==> src/rtl/pulse_burst_controller_pkg.sv <==
// Shared types for the pulse burst controller.
// Holds the burst sequencer state encoding.
package pulse_burst_controller_pkg;

    typedef enum logic [1:0] {
        S_IDLE,
        S_RUN,
        S_DONE
    } burst_state_t;

endpackage

==> src/rtl/adder_n.sv <==
// Ripple-carry adder, W bits, carry out discarded.
// Built from gates so no arithmetic operator is inferred.
module adder_n #(
    parameter int W = 8
) (
    input  logic [W-1:0] a,
    input  logic [W-1:0] b,
    output logic [W-1:0] sum
);

    logic [W-1:0] c;

    assign c[0] = 1'b0;

    for (genvar i = 0; i < W; i++) begin : g_bit
        assign sum[i] = a[i] ^ b[i] ^ c[i];
        if (i < W - 1) begin : g_carry
            assign c[i+1] = (a[i] & b[i]) | (c[i] & (a[i] ^ b[i]));
        end
    end

endmodule

==> src/rtl/comparator_eq.sv <==
// Equality comparator, W bits.
// XOR every bit pair, then NOR-reduce.
module comparator_eq #(
    parameter int W = 8
) (
    input  logic [W-1:0] a,
    input  logic [W-1:0] b,
    output logic         eq
);

    assign eq = ~|(a ^ b);

endmodule

==> src/rtl/pulse_generator.sv <==
// Periodic pulse source: pulse when count+1 matches ticks.
// The caller clears the counter through rst, usually on each pulse.
module pulse_generator #(
    parameter int N = 8
) (
    input  logic         clk,
    input  logic         rst,
    input  logic         ena,
    input  logic [N-1:0] ticks,
    output logic         pulse
);

    localparam logic [N-1:0] ONE = {{(N-1){1'b0}}, 1'b1};

    logic [N-1:0] cnt;
    logic [N-1:0] cnt_inc;
    logic         hit;

    adder_n #(.W(N)) u_inc (
        .a   (cnt),
        .b   (ONE),
        .sum (cnt_inc)
    );

    comparator_eq #(.W(N)) u_hit (
        .a  (cnt_inc),
        .b  (ticks),
        .eq (hit)
    );

    register #(.W(N)) u_cnt (
        .clk (clk),
        .rst (rst),
        .en  (ena),
        .d   (cnt_inc),
        .q   (cnt)
    );

    assign pulse = ena & hit;

endmodule

==> src/rtl/register.sv <==
// W-bit register with load enable.
// Synchronous active-high clear wins over the enable.
module register #(
    parameter int W = 8
) (
    input  logic         clk,
    input  logic         rst,
    input  logic         en,
    input  logic [W-1:0] d,
    output logic [W-1:0] q
);

    logic [W-1:0] data_d;
    logic [W-1:0] data_q;

    always_comb begin
        data_d = data_q;
        if (en) begin
            data_d = d;
        end
    end

    always_ff @(posedge clk) begin
        if (rst) begin
            data_q <= '0;
        end else begin
            data_q <= data_d;
        end
    end

    assign q = data_q;

endmodule

==> src/rtl/pulse_burst_controller.sv <==
// Runs one pulse_generator for a latched number of pulses,
// then strobes done for a single cycle.
module pulse_burst_controller
    import pulse_burst_controller_pkg::*;
#(
    parameter int N = 8,
    parameter int M = 8
) (
    input  logic         clk,
    input  logic         rst,
    input  logic         start,
    input  logic         abort,
    input  logic [N-1:0] ticks,
    input  logic [M-1:0] count,
    output logic         busy,
    output logic         pulse,
    output logic         done
);

    localparam logic [M-1:0] ONE = {{(M-1){1'b0}}, 1'b1};

    burst_state_t state_q;
    burst_state_t state_d;

    logic         st_idle;
    logic         st_run;
    logic         st_done;
    logic         accept;
    logic         gen_rst;
    logic         gen_pulse;
    logic         last;
    logic         cnt_en;
    logic [N-1:0] ticks_lat;
    logic [M-1:0] count_lat;
    logic [M-1:0] pcnt;
    logic [M-1:0] pcnt_inc;
    logic [M-1:0] pcnt_d;

    always_comb begin
        st_idle = 1'b0;
        st_run  = 1'b0;
        st_done = 1'b0;
        unique case (state_q)
            S_IDLE:  st_idle = 1'b1;
            S_RUN:   st_run  = 1'b1;
            S_DONE:  st_done = 1'b1;
            default: st_idle = 1'b1;
        endcase
    end

    // Zero period or zero count skips straight to DONE.
    assign accept = st_idle & start & ~(~|ticks) & ~(~|count);

    always_comb begin
        state_d = state_q;
        unique case (state_q)
            S_IDLE: begin
                if (start) begin
                    state_d = accept ? S_RUN : S_DONE;
                end
            end
            S_RUN: begin
                if (abort) begin
                    state_d = S_IDLE;
                end else if (gen_pulse && last) begin
                    state_d = S_DONE;
                end
            end
            S_DONE:  state_d = S_IDLE;
            default: state_d = S_IDLE;
        endcase
    end

    always_ff @(posedge clk) begin
        if (rst) begin
            state_q <= S_IDLE;
        end else begin
            state_q <= state_d;
        end
    end

    register #(.W(N)) u_ticks (
        .clk (clk),
        .rst (rst),
        .en  (accept),
        .d   (ticks),
        .q   (ticks_lat)
    );

    register #(.W(M)) u_count (
        .clk (clk),
        .rst (rst),
        .en  (accept),
        .d   (count),
        .q   (count_lat)
    );

    assign gen_rst = rst | accept | gen_pulse;

    pulse_generator #(.N(N)) u_gen (
        .clk   (clk),
        .rst   (gen_rst),
        .ena   (st_run),
        .ticks (ticks_lat),
        .pulse (gen_pulse)
    );

    adder_n #(.W(M)) u_pinc (
        .a   (pcnt),
        .b   (ONE),
        .sum (pcnt_inc)
    );

    comparator_eq #(.W(M)) u_last (
        .a  (pcnt_inc),
        .b  (count_lat),
        .eq (last)
    );

    // A pulse in the abort cycle is shown but not counted.
    assign cnt_en = accept | (st_run & gen_pulse & ~abort);
    assign pcnt_d = accept ? '0 : pcnt_inc;

    register #(.W(M)) u_pcnt (
        .clk (clk),
        .rst (rst),
        .en  (cnt_en),
        .d   (pcnt_d),
        .q   (pcnt)
    );

    assign busy  = st_run;
    assign pulse = st_run & gen_pulse;
    assign done  = st_done;

endmodule
==> config.mk <==
export PLATFORM = sky130hd
export DESIGN_NAME = pulse_burst_controller
export DESIGN_NICKNAME = d
export VERILOG_FILES = /design/src/rtl/pulse_burst_controller_pkg.sv /design/src/rtl/adder_n.sv /design/src/rtl/comparator_eq.sv /design/src/rtl/pulse_generator.sv /design/src/rtl/register.sv /design/src/rtl/pulse_burst_controller.sv
export SDC_FILE = /design/constraint.sdc
export NUM_CORES = 1
export LEC_CHECK = 0
export BUFFER_PORTS_ARGS = -buffer_cell sky130_fd_sc_hd__buf_2
export CAP_MARGIN = 20
export CORE_MARGIN = 4
export CORE_UTILIZATION = 45
export CTS_BUF_LIST = sky130_fd_sc_hd__clkbuf_8
export DETAILED_ROUTE_END_ITERATION = 12
export PLACE_DENSITY = 0.72
export SLEW_MARGIN = 15
export SYNTH_ARGS = -nofsm -noshare
export SYNTH_HDL_FRONTEND = slang
export SYNTH_SLANG_ARGS = --single-unit
export TNS_END_PERCENT = 5
==> constraint.sdc <==
create_clock -name clk -period 7.9 [get_ports clk]
set_input_delay 0.395 -clock clk [delete_from_list [all_inputs] [get_ports clk]]
set_output_delay 0.395 -clock clk [all_outputs]
set_load 0.01 [all_outputs]
==> results_dict.tcl, run 1 <==
set metrics [dict create \
    port_buffers 22 \
    fin_crit_sh 0.434 \
    p_sw_w 0.000134 \
    place_inst 249 \
    slew_headroom 0.497 \
    synth_area_mm2 0.00171 \
    cap_violations 0 \
    grt_pass1_vias 1239 \
    synthCells 186 \
    rsz0062_at_grt "no" \
    intPower_w 0.000297 \
    hpwl_um 2550 \
    drc 0 \
    hold_buffers 0 \
    grt_usage 0.142 \
    final_nets 243 \
    synthTopCellsByArea "dfxtp_1, ha_1, xnor2_1" \
    min_period_ps 3430 \
    synth_nets 221 \
    die-area_mm2 0.00484 \
    pwr-share-seq 0.461 \
    rows 22 \
    endpoint_kind "output port" \
    clkPwrFrac 0.302 \
    timing.setup.tns_ps 0 \
    io_pins 23 \
    hold_class "input pin to flip-flop" \
    ys_ff_latch 34 \
    postCtsSetupRepairBufs 0 \
    dr_total_vias 1355 \
    clkTransAtPathRegs_ps 70 \
    cp_top_family "adder cells" \
    worst_slew_pin_slew_ps 754 \
    cp_num_buf_inv 1 \
    grt_pass1_wl_um 5580 \
    syn_avg_cell_area_um2 9.18 \
    p_per_area_mw_per_mm2 223 \
    viasPerCell 5.27 \
    root_buffer "clkbuf_8" \
    start_util 0.467 \
    cts_sinks 34 \
    final_cells 257 \
    mostFrequentLayoutCell "dfxtp_1" \
    yosysTopAreaCell "dfxtp_1" \
    combPwrFrac 0.237 \
    firstDrtPassIters 4 \
    cpPeakStageDelay_ps 530 \
    synth_top_area_frac 0.399 \
    antenna_cells 0 \
    wl_per_cell_um 13.1 \
    worst_ir_drop_vdd_uv 151 \
    required_ps 7510 \
    maxSlewViolCount 0 \
    htree_levels 2 \
    cp_cell_sequence "ha_1 -> ha_1 -> ha_1 -> ha_1 -> ha_1 -> ha_1 -> xnor2_1 -> nand4_1 -> nor3_1 -> buf_2" \
    cpMostUsedCell "ha_1" \
    drt-total-wl_um 3360 \
    yosysSeqAreaShare 0.399 \
    yosys_most_used_dff "dfxtp_1" \
    yosys_warnings 0 \
    area_delta_synth_final_pct 13.2 \
    grt_max_degree 22 \
    synth_edf_count 0 \
    cp-start-kind "flip-flop" \
    mostFrequentLayoutCells "dfxtp_1, nand2_1, buf_2, xnor2_1, nor2_1" \
    status "complete, no violations" \
    coreArea_mm2 0.00366 \
    fmax_ghz 0.292 \
    finalSetupViolations 0 \
    cts_made_buffers 5 \
    die_h_um 69.6 \
    cp_max_fo 6 \
    grt-ovfl-total 0 \
    synth.distinct_cells 26 \
    crit_arrival_ps 3030 \
    switching_share 0.312 \
    clk-insertion-delay-late_ps 280 \
    globalplace.congestion 0.858 \
    hold_viol 0 \
    fin_skew_ps 4.01 \
    antenna_found_initial 0 \
    crit_slowest_cell "nor3_1" \
    drt_iter0_markers 44 \
    die_w_um 69.6 \
    clk_path_buf_depth 2 \
    post_cts_resized 0 \
    cts_tree "done" \
    layout-drive-gt1-share 0.158 \
    crit_type "flip-flop to output port" \
    power_leakage_nw 0.775 \
    postSynth.asyncResetShare 0 \
    drtAntennaViolNets 0 \
]
state kept, by name (all words and copies together) (netlist names):
signal         count
state_q            2
u_ticks.q          8
u_pcnt.q           8
u_gen.u_cnt.q      8
u_count.q          8
metal layers:
layer  global-route usage  up-vias  share of wire
li1                     -      691              -
met1                0.194      625           0.50
met2                0.216       37           0.44
met3               0.0507        2          0.052
met4               0.0260        0         0.0039
met5                    0        -              0
cells in the mapped netlist (2+ instances only):
library cell and instances:
inv_1 4, a211oi_1 2, a22oi_1 2, nand3_1 8
dfxtp_1 34, nor4_1 4, clkbuf_1 4, nand2b_1 4
mux2i_1 13, ha_1 15, nor3_1 2, xnor2_1 18
nand2_1 23, nor2_1 17, a21oi_1 16, buf_2 2
xor2_1 3, nand4_1 7
tightest hold or removal path, stage by stage:
cell	delay, ps
buf_2	100
nand2_1	50
a21oi_1	50
layout make-up:
type | instances | area, µm²
Clock inverter | 2 | 8.76
Clock buffer | 6 | 82.6
Timing Repair Buffer | 22 | 110
Sequential cell | 34 | 681
Tap cell | 48 | 60.1
Fill cell | 343 | 1730
Inverter | 4 | 15.0
Multi-Input combinational cell | 141 | 976
power by group through the flow:
stage	clock network, W	registers (W)	logic (W)
2_1_floorplan	0	0.000199	0.0000814
3_3_place_gp	0	0.000202	0.000101
4_1_cts	0.000133	0.000199	0.000103
3_5_place_dp	0	0.000202	0.000102
6_report	0.000130	0.000199	0.000102
5_1_grt	0.000141	0.000200	0.000114
through the flow:
step	utilization	cell area, µm²	total power (W)	setup slack (ps)	hold WS [ps]
after floorplan	-	1710	0.000280	4970	448
after global placement	0.503	1840	0.000303	4850	459
after detailed placement	0.503	1840	0.000305	4800	464
after CTS	0.528	1930	0.000434	4470	355
after global routing	0.528	1930	0.000455	4330	355
final	0.528	1930	0.000431	4470	364
worst paths after layout:
path	to	depth (start not counted)	startpoint	slack, ps
setup / recovery	pulse	10	u_gen.u_cnt.q[0]	4470
setup reg to reg	u_gen.u_cnt.q[0]	11	u_gen.u_cnt.q[0]	4810
hold / removal	u_count.q[2]	3	count[2]	360
hold reg to reg	u_count.q[6]	2	u_count.q[6]	470
kinds of logic (layout without fill, tap and decap cells):
family / after synthesis / after routing / share of synthesized area
xor+xnor: 21 / 21 / 0.108
compound gates: 23 / 23 / 0.0791
mux: 13 / 13 / 0.0762
buf+inv: 11 / 34 / 0.0300
simple gates: 69 / 69 / 0.199
fa+ha+maj: 15 / 15 / 0.110
flops: 34 / 34 / 0.399
No activity file was read; power rests on OpenSTA's default activity.
==> run 2, diff against run 1 <==
--- a/config.mk
+++ b/config.mk
@@ -11,7 +11,7 @@
 export CORE_UTILIZATION = 45
 export CTS_BUF_LIST = sky130_fd_sc_hd__clkbuf_8
 export DETAILED_ROUTE_END_ITERATION = 12
-export PLACE_DENSITY = 0.72
+export PLACE_DENSITY = 0.74
 export SLEW_MARGIN = 15
 export SYNTH_ARGS = -nofsm -noshare
 export SYNTH_HDL_FRONTEND = slang
==> constraint.sdc (replaced) <==
create_clock -name clk -period 2.9 [get_ports clk]
set_input_delay 0.145 -clock clk [delete_from_list [all_inputs] [get_ports clk]]
set_output_delay 0.145 -clock clk [all_outputs]
set_load 0.01 [all_outputs]
==> run 2 against run 1 <==
  * Count of clock-buffer cells in the layout is the same
  * Design area grew 5.0%
  * Flip-flop and latch count is the same
  * Global-route usage grew 1.7 points
  * First-iteration DRC count grew 70%
  * Power grew to 2.8 times the previous value
  * Register-to-register slack lost 4700 ps
  * Largest cell class unchanged
==> results_dict.tcl, run 2 (synthesis results as in run 1) <==
set metrics [dict create \
    cp_max_fo 7 \
    min_period_ps 2800 \
    cp-start-kind "flip-flop" \
    required_ps 3070 \
    wl_met3_um 129 \
    hpwl_um 2610 \
    switching_share 0.313 \
    root_buffer "clkbuf_8" \
    slew_headroom 0.728 \
    fin_crit_sh 0.966 \
    antenna_cells 0 \
    p_per_area_mw_per_mm2 589 \
    intPower_w 0.000822 \
    drt_iter0_markers 75 \
    cpMostUsedCell "ha_2" \
    power_leakage_nw 0.805 \
    cts_made_buffers 5 \
    dr_wl_met2_um 1760 \
    grt-ovfl-total 0 \
    fin_area_mm2 0.00203 \
    place_inst 253 \
    fmax_ghz 0.357 \
    die_h_um 69.6 \
    firstDrtPassIters 4 \
    crit_slowest_cell "dfxtp_4" \
    die-area_mm2 0.00484 \
    pwr-share-seq 0.452 \
    fin_skew_ps 4.98 \
    place_area_mm2 0.00188 \
    final_nets 250 \
    clk_path_buf_depth 2 \
    wl_met1_um 1590 \
    cp_num_buf_inv 1 \
    hold_buffers 0 \
    finalSetupViolations 0 \
    rows 22 \
    clk-insertion-delay-late_ps 290 \
    drt-total-wl_um 3550 \
    antenna_found_initial 0 \
    p_sw_w 0.000374 \
    die_w_um 69.6 \
    grt_pass1_vias 1370 \
    cap_violations 0 \
    status "complete, no violations" \
    hold_class "input pin to flip-flop" \
    cp_cell_sequence "ha_1 -> ha_2 -> ha_1 -> ha_2 -> ha_2 -> ha_4 -> xnor2_2 -> nand4_1 -> nor4_4 -> buf_6 -> mux2i_2 -> nor2_1" \
    fillers 341 \
    crit_arrival_ps 2970 \
    htree_levels 2 \
    layout-drive-gt1-share 0.222 \
    clkPwrFrac 0.298 \
    drtAntennaViolNets 0 \
    start_util 0.467 \
    endpoint_kind "flip-flop" \
    cts_sinks 34 \
    crit_type "flip-flop to flip-flop" \
    worst_slew_pin_slew_ps 405 \
    cpPeakStageDelay_ps 350 \
    globalplace.congestion 0.767 \
    hold_viol 0 \
    port_buffers 22 \
    final_cells 264 \
    clkTransAtPathRegs_ps 70 \
    drc 0 \
    dr_total_vias 1368 \
    mostFrequentLayoutCells "dfxtp_1, nand2_1, buf_2, xnor2_1, nor2_1" \
    grt_max_degree 22 \
    cp_top_family "adder cells" \
    routed.top_layer "met4" \
    grt_usage 0.159 \
    combPwrFrac 0.250 \
    coreArea_mm2 0.00366 \
    viasPerCell 5.18 \
    area_delta_synth_final_pct 18.8 \
    wl_per_cell_um 13.5 \
    io_pins 23 \
    maxSlewViolCount 0 \
    mostFrequentLayoutCell "dfxtp_1" \
    worst_ir_drop_vdd_uv 352 \
    cts_tree "done" \
    grt_pass1_wl_um 6040 \
]
## run 2: cell types whose count changed in the layout (fill, tap and decap cells not counted), sizes merged
cell,previous run,this run
buf,22,29
## run 2: what timing repair did
action | 4_1_cts | 5_1_grt
gates resized for setup | 1 | 8
endpoints found under the setup margin | 7 | 19
pin swaps | 3 | 3
setup buffers | 1 | 2
## run 2: routing by layer
metal,up-vias,GRT usage
li1,708,-
met2,20,0.283
met5,-,0
met4,0,0.0716
met3,6,0.0478
met1,634,0.172
## run 2: stage by stage
stage / TNS [ps] / hold slack (ps) / total power (W) / util / setup slack [ps]
floorplan: 0 / 281 / 0.000765 / - / 96.6
global placement: 0 / 401 / 0.000835 / 0.513 / 101
detailed placement: 0 / 405 / 0.000843 / 0.513 / 15.6
CTS: 0 / 101 / 0.00120 / 0.541 / 17.7
global route: -204 / 108 / 0.00128 / 0.554 / -49.6
finish: 0 / 104 / 0.00120 / 0.554 / 99.1
## run 2: power groups by stage
| stage | Clock [W] | Sequential [W] | Combinational [W] |
|---|---|---|---|
| CTS | 0.000363 | 0.000541 | 0.000293 |
| detailed placement | 0 | 0.000551 | 0.000291 |
| global placement | 0 | 0.000549 | 0.000285 |
| global route | 0.000395 | 0.000547 | 0.000336 |
| floorplan | 0 | 0.000542 | 0.000223 |
| finish | 0.000356 | 0.000541 | 0.000299 |
## run 2: tightest hold or removal path, cell delays in order
cell     delay [ps]
buf_2           110
nand2_1          50
a21oi_1          50
## run 2: cell type report
cell class / count / area [µm²] / area share
clock buffer: 6 / 82.6 / 0.0407
clock inverter: 2 / 8.76 / 0.00432
inverter: 4 / 15.0 / 0.00740
multi-input combinational: 141 / 1010 / 0.499
sequential: 34 / 684 / 0.337
tap: 48 / 60.1 / 0.0296
timing repair buffer: 29 / 166 / 0.0820
## run 2: final timing paths
check | startpoint | to | slack (ps) | depth (start not counted)
hold reg to reg | u_count.q[1] | u_count.q[1] | 470 | 2
hold / removal | count[2] | u_count.q[2] | 100 | 3
setup / recovery | u_gen.u_cnt.q[0] | u_pcnt.q[4] | 100 | 12
setup reg to reg | u_gen.u_cnt.q[0] | u_pcnt.q[4] | 100 | 12
==> run 3, diff against run 2 <==
--- a/config.mk
+++ b/config.mk
@@ -11,7 +11,7 @@
 export CORE_UTILIZATION = 45
 export CTS_BUF_LIST = sky130_fd_sc_hd__clkbuf_8
 export DETAILED_ROUTE_END_ITERATION = 12
-export PLACE_DENSITY = 0.74
+export PLACE_DENSITY = 0.72
 export SLEW_MARGIN = 15
 export SYNTH_ARGS = -nofsm -noshare
 export SYNTH_HDL_FRONTEND = slang
==> run 3 against run 2 <==
  * Die area is the same
  * Maximum frequency grew 2.5%
  * Highest routed layer unchanged
  * Hold slack gained 12 ps
  * Via count shrank 3.8%
  * Sequential share of layout area grew 0.15 points
  * Global-route usage shrank 1.4 points
  * Cell count shrank 1.1%
  * Largest power group unchanged
  * Design area shrank 0.99%
==> results_dict.tcl, run 3 (synthesis results as in run 1) <==
set metrics [dict create \
    post_cts_resized 0 \
    die_h_um 69.6 \
    status "complete, no violations" \
    regArea_um2 681 \
    grt-ovfl-total 0 \
    hpwl_um 2590 \
    die-area_mm2 0.00484 \
    required_ps 2760 \
    start_util 0.467 \
    cts_made_buffers 5 \
    crit_type "flip-flop to output port" \
    finalWorstSetupSlack_ps 166 \
    min_period_ps 2730 \
    wl_per_cell_um 12.9 \
    timing.setup.tns_ps 0 \
    cp_num_buf_inv 2 \
    crit_slowest_cell "dfxtp_1" \
    firstDrtPassIters 4 \
    power_leakage_nw 0.803 \
    hold_buffers 0 \
    worst_ir_drop_vdd_uv 459 \
    combPwrFrac 0.250 \
    rsz0062_at_grt "no" \
    final_cells 261 \
    cpMostUsedCell "ha_1" \
    rows 22 \
    clk_path_buf_depth 2 \
    root_buffer "clkbuf_8" \
    clkPwrFrac 0.292 \
    multi_input_area_mm2 0.00102 \
    fillers 341 \
    crit_arrival_ps 2590 \
    place_inst 253 \
    slew_headroom 0.734 \
    mostFrequentLayoutCell "dfxtp_1" \
    drc 0 \
    antenna_found_initial 0 \
    switching_share 0.305 \
    area_delta_synth_final_pct 17.7 \
    p_per_area_mw_per_mm2 587 \
    reg2reg_slack_ps 250 \
    drt-total-wl_um 3370 \
    cp_top_family "adder cells" \
    fin_skew_ps 2.63 \
    htree_levels 2 \
    postCtsSetupRepairBufs 0 \
    clk-insertion-delay-late_ps 270 \
    grt_pass1_wl_um 5730 \
    globalplace.congestion 0.785 \
    cp_max_fo 5 \
    antenna_cells 0 \
    rr_startpoint "u_gen.u_cnt.q[0]" \
    grt_max_degree 22 \
    rr_worst_depth 11 \
    clkTransAtPathRegs_ps 70 \
    layout-drive-gt1-share 0.202 \
    cap_violations 0 \
    port_buffers 22 \
    fmax_ghz 0.366 \
    fin_crit_sh 0.943 \
    coreArea_mm2 0.00366 \
    maxSlewViolCount 0 \
    pwr-share-seq 0.458 \
    drt_iter0_markers 33 \
    cp-start-kind "flip-flop" \
    hold_class "input pin to flip-flop" \
    die_w_um 69.6 \
    intPower_w 0.000819 \
    r2r_end "u_gen.u_cnt.q[1]" \
    cts_sinks 34 \
    place_ws_ps 84.4 \
    cts_tree "done" \
    endpoint_kind "output port" \
    grt_usage 0.145 \
    final_nets 247 \
    grt_pass1_vias 1237 \
    crit_start "u_gen.u_cnt.q[0]" \
    cp.depth 11 \
    viasPerCell 5.04 \
    p_sw_w 0.000360 \
    dr_total_vias 1316 \
    cpPeakStageDelay_ps 340 \
    worst_slew_pin_slew_ps 395 \
    drtAntennaViolNets 0 \
    hold_viol 0 \
    finalSetupViolations 0 \
    mostFrequentLayoutCells "dfxtp_1, nand2_1, buf_2, nor2_1, a21oi_1" \
    cp_cell_sequence "ha_1 -> ha_1 -> ha_1 -> ha_1 -> ha_2 -> ha_4 -> xnor2_2 -> nand4_1 -> nor3_2 -> buf_4 -> buf_2" \
    crit_path_end "pulse" \
    io_pins 23 \
]
==> run 3: changes by cell type in the layout (fill, tap and decap cells not counted), sizes merged <==
cell / previous run / this run
buf: 29 / 26
==> run 3: worst reg2reg max path, stage by stage, from the launching register on <==
cell	delay (ps)
dfxtp_1	340
ha_1	210
ha_1	200
ha_1	190
ha_1	190
ha_2	200
ha_4	160
xnor2_2	140
xnor2_2	230
nor3_2	70
or3b_1	490
nor2_1	160
==> run 3: final cells by class <==
type	count	share of cell area
multi-input cells	141	0.507
flip-flops and latches	34	0.339
inverters	4	0.00747
clock buffers	6	0.0411
repair buffers	26	0.0716
well taps	48	0.0299
clock inverters	2	0.00436
==> run 3: worst min path at each step <==
stage,start,end,slack [ps],depth (start not counted)
final,count[2],u_count.q[2],120,3
after global placement,count[2],u_count.q[2],400,3
after global routing,count[2],u_count.q[2],110,3
after detailed placement,count[2],u_count.q[2],400,3
after CTS,count[2],u_count.q[2],110,3
after floorplan,count[1],u_count.q[1],280,2
==> run 3: power by group through the flow <==
stage	Combinational (W)	Clock [W]	Sequential, W
CTS	0.000292	0.000354	0.000539
floorplan	0.000223	0	0.000542
detailed placement	0.000290	0	0.000550
global route	0.000329	0.000376	0.000546
global placement	0.000288	0	0.000549
finish	0.000294	0.000344	0.000541
==> run 3: metrics by stage <==
step | power (W) | hold slack, ps | instance area [µm²] | util
2_1_floorplan | 0.000765 | 281 | 1710 | -
3_3_place_gp | 0.000837 | 403 | 1880 | 0.513
3_5_place_dp | 0.000841 | 403 | 1880 | 0.513
4_1_cts | 0.00119 | 110 | 1970 | 0.538
5_1_grt | 0.00125 | 109 | 2010 | 0.549
6_report | 0.00118 | 116 | 2010 | 0.549
==> run 3: per-layer routing <==
| layer | global-route usage | wire, µm | up-vias | share of wire |
|---|---|---|---|---|
| li1 | - | - | 698 | - |
| met3 | 0.0391 | 129 | 2 | 0.038 |
| met2 | 0.221 | 1510 | 28 | 0.45 |
| met1 | 0.203 | 1720 | 588 | 0.51 |
| met4 | 0.0325 | 20 | 0 | 0.0059 |
| met5 | 0 | 0 | - | 0 |
